**src/rtl/pong_pkg.sv**
```systemverilog
// pong_pkg: game state encoding and screen/geometry defaults shared by the
// game engine and the video encoder.
package pong_pkg;

  typedef enum logic [1:0] {IDLE, PLAY, MISS, OVER} state_t;

  localparam int SCREEN_W     = 800;
  localparam int SCREEN_H     = 600;
  localparam int BALL_SIZE    = 8;
  localparam int PADDLE_W     = 80;
  localparam int PADDLE_H     = 10;
  localparam int PADDLE_Y     = 560;
  localparam int BALL_SPEED   = 2;
  localparam int PADDLE_SPEED = 4;
  localparam int MISS_FRAMES  = 60;
  localparam int MAX_LIVES    = 3;

  localparam logic [10:0] PADDLE_X0 = 11'((SCREEN_W - PADDLE_W) / 2);

  function automatic logic [5:0] sat_inc(input logic [5:0] v);
    return (v == 6'd63) ? v : v + 6'd1;
  endfunction

endpackage

```
**src/rtl/paddle_ctrl.sv**
```systemverilog
// paddle_ctrl: button synchronizers and per-frame paddle move with edge clamp.
module paddle_ctrl
  import pong_pkg::*;
(
  input  logic        clk,
  input  logic        rst,
  input  logic        frame_tick,
  input  logic        en,
  input  logic        btn_left,
  input  logic        btn_right,
  output logic [10:0] paddle_x,
  output logic [10:0] paddle_nx
);

  localparam logic signed [12:0] STEP  = 13'(PADDLE_SPEED);
  localparam logic signed [12:0] X_MAX = 13'(SCREEN_W - PADDLE_W);

  logic [1:0] left_sync, right_sync;
  logic go_left, go_right;
  logic signed [12:0] moved;

  always_comb begin
    go_left   = en && left_sync[1] && !right_sync[1];
    go_right  = en && right_sync[1] && !left_sync[1];
    moved     = $signed({2'b00, paddle_x}) + (go_left ? -STEP : go_right ? STEP : 13'sd0);
    paddle_nx = (moved < 13'sd0) ? 11'd0 : (moved > X_MAX) ? X_MAX[10:0] : moved[10:0];
  end

  always_ff @(posedge clk or negedge rst) begin
    if (!rst) begin
      left_sync  <= '0;
      right_sync <= '0;
      paddle_x   <= PADDLE_X0;
    end else begin
      left_sync  <= {left_sync[0], btn_left};
      right_sync <= {right_sync[0], btn_right};
      if (frame_tick) paddle_x <= paddle_nx;
    end
  end

endmodule

```
**src/rtl/pong_game_engine.sv**
```systemverilog
// pong_game_engine: frame-rate ball/paddle game (positions, score, lives).
// Define SPEEDUP_EN to add one px/frame of ball speed per 8 paddle hits.
module pong_game_engine
  import pong_pkg::*;
(
  input  logic        clk,
  input  logic        rst,
  input  logic        frame_tick,
  input  logic        btn_left,
  input  logic        btn_right,
  input  logic        serve,
  output logic [10:0] ball_x,
  output logic [10:0] ball_y,
  output logic [10:0] paddle_x,
  output logic [10:0] paddle_y,
  output logic [5:0]  score,
  output logic [5:0]  lives,
  output logic        game_over
);

  localparam logic signed [12:0] BX_MAX  = 13'(SCREEN_W - BALL_SIZE);
  localparam logic signed [12:0] BY_MISS = 13'(SCREEN_H - BALL_SIZE);
  localparam logic signed [12:0] P_TOP   = 13'(PADDLE_Y);
  localparam logic signed [12:0] P_BOT   = 13'(PADDLE_Y + PADDLE_H);
  localparam logic signed [12:0] BSZ     = 13'(BALL_SIZE);
  localparam logic [10:0] PW       = 11'(PADDLE_W);
  localparam logic [10:0] BS       = 11'(BALL_SIZE);
  localparam logic [10:0] RIDE_OFS = 11'((PADDLE_W - BALL_SIZE) / 2);
  localparam logic [10:0] REST_Y   = 11'(PADDLE_Y - BALL_SIZE);
  localparam logic [5:0]  LIVES0   = 6'(MAX_LIVES);
  localparam logic [5:0]  MISS_END = 6'(MISS_FRAMES - 1);

  state_t state;
  logic [1:0] serve_sync;
  logic serve_s, dx, dy_up, cdx, cdy, hit_l, hit_r, hit_t, hit_p, miss, ndx, ndy;
  logic [5:0] cnt;
  logic [3:0] spd;
  logic [10:0] paddle_nx, wx, wy, ride_x;
  logic signed [12:0] sp, nx, ny, bot;

  paddle_ctrl u_paddle (
    .clk(clk),
    .rst(rst),
    .frame_tick(frame_tick),
    .en(state != OVER),
    .btn_left(btn_left),
    .btn_right(btn_right),
    .paddle_x(paddle_x),
    .paddle_nx(paddle_nx)
  );

  assign paddle_y = 11'(PADDLE_Y);

  always_comb begin
    serve_s = serve_sync[1];
`ifdef SPEEDUP_EN
    spd = 4'(BALL_SPEED) + {1'b0, score[5:3]};
`else
    spd = 4'(BALL_SPEED);
`endif
    sp     = $signed({9'd0, spd});
    // A serve launches up-right from the riding position on the same tick.
    cdx    = (state == PLAY) ? dx : 1'b1;
    cdy    = (state == PLAY) ? dy_up : 1'b1;
    nx     = cdx ? $signed({2'b00, ball_x}) + sp : $signed({2'b00, ball_x}) - sp;
    ny     = cdy ? $signed({2'b00, ball_y}) - sp : $signed({2'b00, ball_y}) + sp;
    hit_l  = nx <= 13'sd0;
    hit_r  = nx >= BX_MAX;
    hit_t  = ny <= 13'sd0;
    wx     = hit_l ? 11'd0 : hit_r ? BX_MAX[10:0] : nx[10:0];
    wy     = hit_t ? 11'd0 : ny[10:0];
    bot    = ny + BSZ;
    hit_p  = !cdy && bot >= P_TOP && bot <= P_BOT && (wx + BS > paddle_x) && (wx < paddle_x + PW);
    miss   = !hit_p && ny >= BY_MISS;
    ndx    = hit_l ? 1'b1 : hit_r ? 1'b0 : cdx;
    ndy    = hit_t ? 1'b0 : hit_p ? 1'b1 : cdy;
    ride_x = paddle_nx + RIDE_OFS;
  end

  always_ff @(posedge clk or negedge rst) begin
    if (!rst) begin
      serve_sync <= '0;
      state      <= IDLE;
      ball_x     <= PADDLE_X0 + RIDE_OFS;
      ball_y     <= REST_Y;
      dx         <= 1'b1;
      dy_up      <= 1'b1;
      score      <= '0;
      lives      <= LIVES0;
      game_over  <= 1'b0;
      cnt        <= '0;
    end else begin
      serve_sync <= {serve_sync[0], serve};
      if (frame_tick) begin
        case (state)
          IDLE: begin
            ball_x <= serve_s ? wx : ride_x;
            ball_y <= serve_s ? wy : REST_Y;
            dx     <= serve_s ? ndx : 1'b1;
            dy_up  <= serve_s ? ndy : 1'b1;
            if (serve_s) state <= PLAY;
          end
          PLAY: begin
            ball_x <= wx;
            ball_y <= hit_p ? REST_Y : wy;
            dx     <= ndx;
            dy_up  <= ndy;
            if (hit_p) score <= sat_inc(score);
            if (miss) begin
              lives <= lives - 6'd1;
              cnt   <= '0;
              state <= MISS;
            end
          end
          MISS: begin
            if (cnt == MISS_END) begin
              state     <= (lives != 6'd0) ? IDLE : OVER;
              game_over <= lives == 6'd0;
              if (lives != 6'd0) begin
                ball_x <= ride_x;
                ball_y <= REST_Y;
                dx     <= 1'b1;
                dy_up  <= 1'b1;
              end
            end else begin
              cnt <= cnt + 6'd1;
            end
          end
          OVER: begin
            if (serve_s) begin
              state     <= IDLE;
              game_over <= 1'b0;
              score     <= '0;
              lives     <= LIVES0;
              ball_x    <= ride_x;
              ball_y    <= REST_Y;
              dx        <= 1'b1;
              dy_up     <= 1'b1;
            end
          end
        endcase
      end
    end
  end

endmodule
```
**config.mk**
```make
export PLATFORM = sky130hd
export DESIGN_NAME = pong_game_engine
export DESIGN_NICKNAME = d
export VERILOG_FILES = /design/src/rtl/pong_pkg.sv /design/src/rtl/paddle_ctrl.sv /design/src/rtl/pong_game_engine.sv
export SDC_FILE = /design/constraint.sdc
export NUM_CORES = 1
export LEC_CHECK = 0
export CAP_MARGIN = 15
export CORE_ASPECT_RATIO = 0.75
export CORE_MARGIN = 2
export CORE_UTILIZATION = 35
export DETAILED_ROUTE_END_ITERATION = 8
export SLEW_MARGIN = 20
export SYNTH_ARGS = -nofsm -noshare
export SYNTH_HDL_FRONTEND = slang
export SYNTH_SLANG_ARGS = --single-unit
```
**constraint.sdc**
```tcl
create_clock -name clk -period 12 [get_ports clk]
set_input_delay 3 -clock clk [delete_from_list [all_inputs] [get_ports clk]]
set_output_delay 3 -clock clk [all_outputs]
set_load 0.02 [all_outputs]
```
==> impl_metrics.csv <==
group,metric,value,unit
pwr,p_per_area,274.2,nW/um^2
timing,fin_crit,6.244,ns
route,postRouteAntennaNets,0,
outcome,status,"finished, final reports clean",
clocking,postCtsResizedCells,0,
synth,synth_flop_cell,"dfrtp_1",
setup_path,cp-start-kind,"flip-flop",
finish,mostFrequentLayoutCell,"clkdlybuf4s50_1",
timing,hold_viol_final,0,
setup_path,critPathRequiredTime,12.26,ns
run,cap_viol_max_count,0,
floorplan,die-area,17160,um^2
setup_path,crit_arrival,6.51,ns
synth,synth_warnings,0,
synth,yosysTopAreaCell,"dfrtp_1",
finish,area_growth,17.65,%
finish,drive_gt1_frac,0.1018,
timing,drv_slew,0,
pwr,p_sw_frac,0.4765,
clocking,cts_max_path_buffers,2,
pwr,seq_power_share,0.229,
pwr,power.total,1820,uW
route,vias,5188,
setup_path,cp_max_fo,15,
global_routing,antenna_found_initial,0,
setup_path,cp_common_cell,"o21ai_0",
setup_path,crit_path_cell_trace,"nor3b_1, nand4b_1, nand2_1, xnor2_1, a2111oi_0, o21ai_0, o21ai_0, inv_1, ha_1, nand3_1, xor2_1, nor2_1, ha_1, nand4_1, nor4_1, nor3_1, nand4_1, nor4_1, o311ai_4, o21ai_0, o21ai_0, a21oi_1",
finish,antenna_cells,0,
finish,final.fill_count,1577,
floorplan,pin_count,63,
global_routing,grt.total_usage,0.1905,
timing,rsz0062_at_grt,"no",
route,wl,15910,um
synth,async_reset_ff_frac,1.000,
clocking,cts_sinks,62,
pwr,internal-power,952.8,uW
pwr,p_switching,867.4,uW
setup_path,crit_slowest_cell,"nor3b_1",
floorplan,die_h,114.0,um
setup_path,critPathCaptureType,"flip-flop",
setup_path,crit_type,"reg2reg",
synth,synth.avg_cell_area,8.522,um^2
pwr,vdd_drop_max,0.0001180,V
floorplan,die_w,150.6,um
floorplan,initial_core_util,0.3545,
clocking,cts_setup_buffers,0,
finish,final_nets,750,
route,drt_iter0_markers,452,
pwr,pwr-share-clk,0.169,
route,via_per_inst,5.658,
clocking,root_buffer,"clkbuf_16",
global_routing,grt_pass1_wl,26010,um
synth,yosys.area.top_type_share,0.2085,
global_routing,grt_max_degree,63,
timing,fin_crit_sh,0.5203,
finish,final_cell_mix,"clkdlybuf4s50_1 (50), nand2_1 (49), dfrtp_1 (47)",
floorplan,core,15920,um^2
clocking,clock_latency,0.34,ns
pwr,p_comb_frac,0.602,
clocking,htree_levels,3,
floorplan,num_rows,40,
timing,tns,0,ns
finish,final_util,0.4171,
clocking,cts_buffers,9,
route,wl_per_cell,17.35,um
placement,hpwlAfterDp,12070,um
synth,synth.top_cells.by_area,"dfrtp_1 (21%), ha_1 (9.1%), dfstp_2 (7.0%)",
global_routing,grt_pass1_vias,4947,
pwr,leakage,0.002765,uW
synth,synth_cells,662,
route,firstDrtPassIters,5,
synth,synth.distinct_cells,86,
timing,fmax,160.2,MHz
placement,gp_congestion,0.9456,
min_path,hp-class,"reg2reg",
timing,worstMarginPinSlew,1.082,ns
timing,finalSetupViolCount,0,
clocking,holdBufCountCts,0,
placement,place.port_buffers,51,
setup_path,cpPeakStageDelay,0.76,ns
synth,synth-seq-cells,62,
route,drc,0,
timing,relSlewSlack,0.2757,
clocking,cts_tree,"built",
synth,synth_area,5642,um^2
timing,skew,0.008724,ns
synth,synth-edff-count,0,
synth,seq_area_frac_synth,0.2783,
global_routing,grt_overflow_total,0,
clocking,clk_pin_slew,0.06,ns
## cell type report
cell class                      count  area [um^2]  area share
Clock buffer                       11        242.7     0.03657
Clock inverter                      5        106.4     0.01602
Inverter                           41        153.9     0.02319
Multi-Input combinational cell    536         3789      0.5708
Sequential cell                    62         1570      0.2366
Tap cell                          210        262.8     0.03959
Timing Repair Buffer               52        513.0     0.07729
## synthesized netlist by cell type, types with 11 or more instances
library cell	instances
xor2_1	18
xnor2_1	19
o21ai_0	40
a21o_1	12
a21oi_1	40
buf_4	11
nor3_1	11
mux2i_1	14
nor2_1	42
nand2_1	49
dfrtp_1	47
nand2b_1	14
nor4_1	15
dfstp_2	15
inv_1	40
nand3_1	27
clkbuf_1	17
ha_1	41
## kinds of logic (layout without fill, tap and decap cells)
family | Yosys count | count (layout) | share of synthesized area
other | 2 | 13 | 0.001331
adders and majority gates | 42 | 42 | 0.09448
muxes | 23 | 23 | 0.04435
buffers and inverters | 75 | 109 | 0.05833
DFF | 62 | 62 | 0.2783
AOI/OAI and AO/OA | 171 | 171 | 0.2114
xor gates and xnor gates | 39 | 39 | 0.06321
and+or+nand+nor | 248 | 248 | 0.2486
## per-stage QoR
stage / cells / setup slack [ns] / instance area (um^2) / hold slack [ns]
4_1_cts: 917 / 5.929 / 6638 / 0.3492
3_5_place_dp: 901 / 5.690 / 6289 / 0.3355
3_3_place_gp: 901 / 5.728 / 6289 / 0.3349
5_1_grt: 917 / 5.102 / 6638 / 0.3687
6_report: 917 / 5.756 / 6638 / 0.3478
2_1_floorplan: 673 / 6.645 / 5683 / 0.3312
## power groups by stage
stage	registers [uW]	clock network (uW)	logic [uW]
final	416	308	1100
after global routing	431	323	1210
after CTS	415	313	1080
after detailed placement	417	0	1080
after global placement	413	0	1060
after floorplan	422	0	737
## sequential cells by signal, indices dropped and copies added (netlist names), 6 cells and up
| name | count |
|---|---|
| ball_y | 11 |
| lives | 6 |
| cnt | 6 |
| u_paddle.paddle_x | 11 |
| score | 6 |
| ball_x | 11 |
## final timing paths
kind,startpoint,to,slack [ns],cells past startpoint
max,state[0],ball_y[5],5.76,22
min,u_paddle.right_sync[0],u_paddle.right_sync[1],0.35,0
max reg2reg,state[0],ball_y[5],5.76,22
min reg2reg,u_paddle.right_sync[0],u_paddle.right_sync[1],0.35,0
max in group asynchronous,rst,u_paddle.paddle_x[10],8.61,2
min in group asynchronous,rst,score[3],2.84,2
## metal layers
layer,GRT usage,routed length [um],share of wire
met5,0,0,0
met3,0.04280,1133,0.071
met4,0.04798,193,0.012
met2,0.2770,6691,0.42
met1,0.2844,7893,0.50
## worst max-delay path, delay by kind of cell (launching register included)
kind                     cells  cell delay (ns)
buffers and inverters        1             0.11
adder cells (fa/ha/maj)      2             0.53
XOR/XNOR                     2             0.34
flip-flops                   1             0.56
AND/OR/NAND/NOR             10             2.42
AO/OA/AOI/OAI                7             2.21
Power figures use the tool's default switching activity.
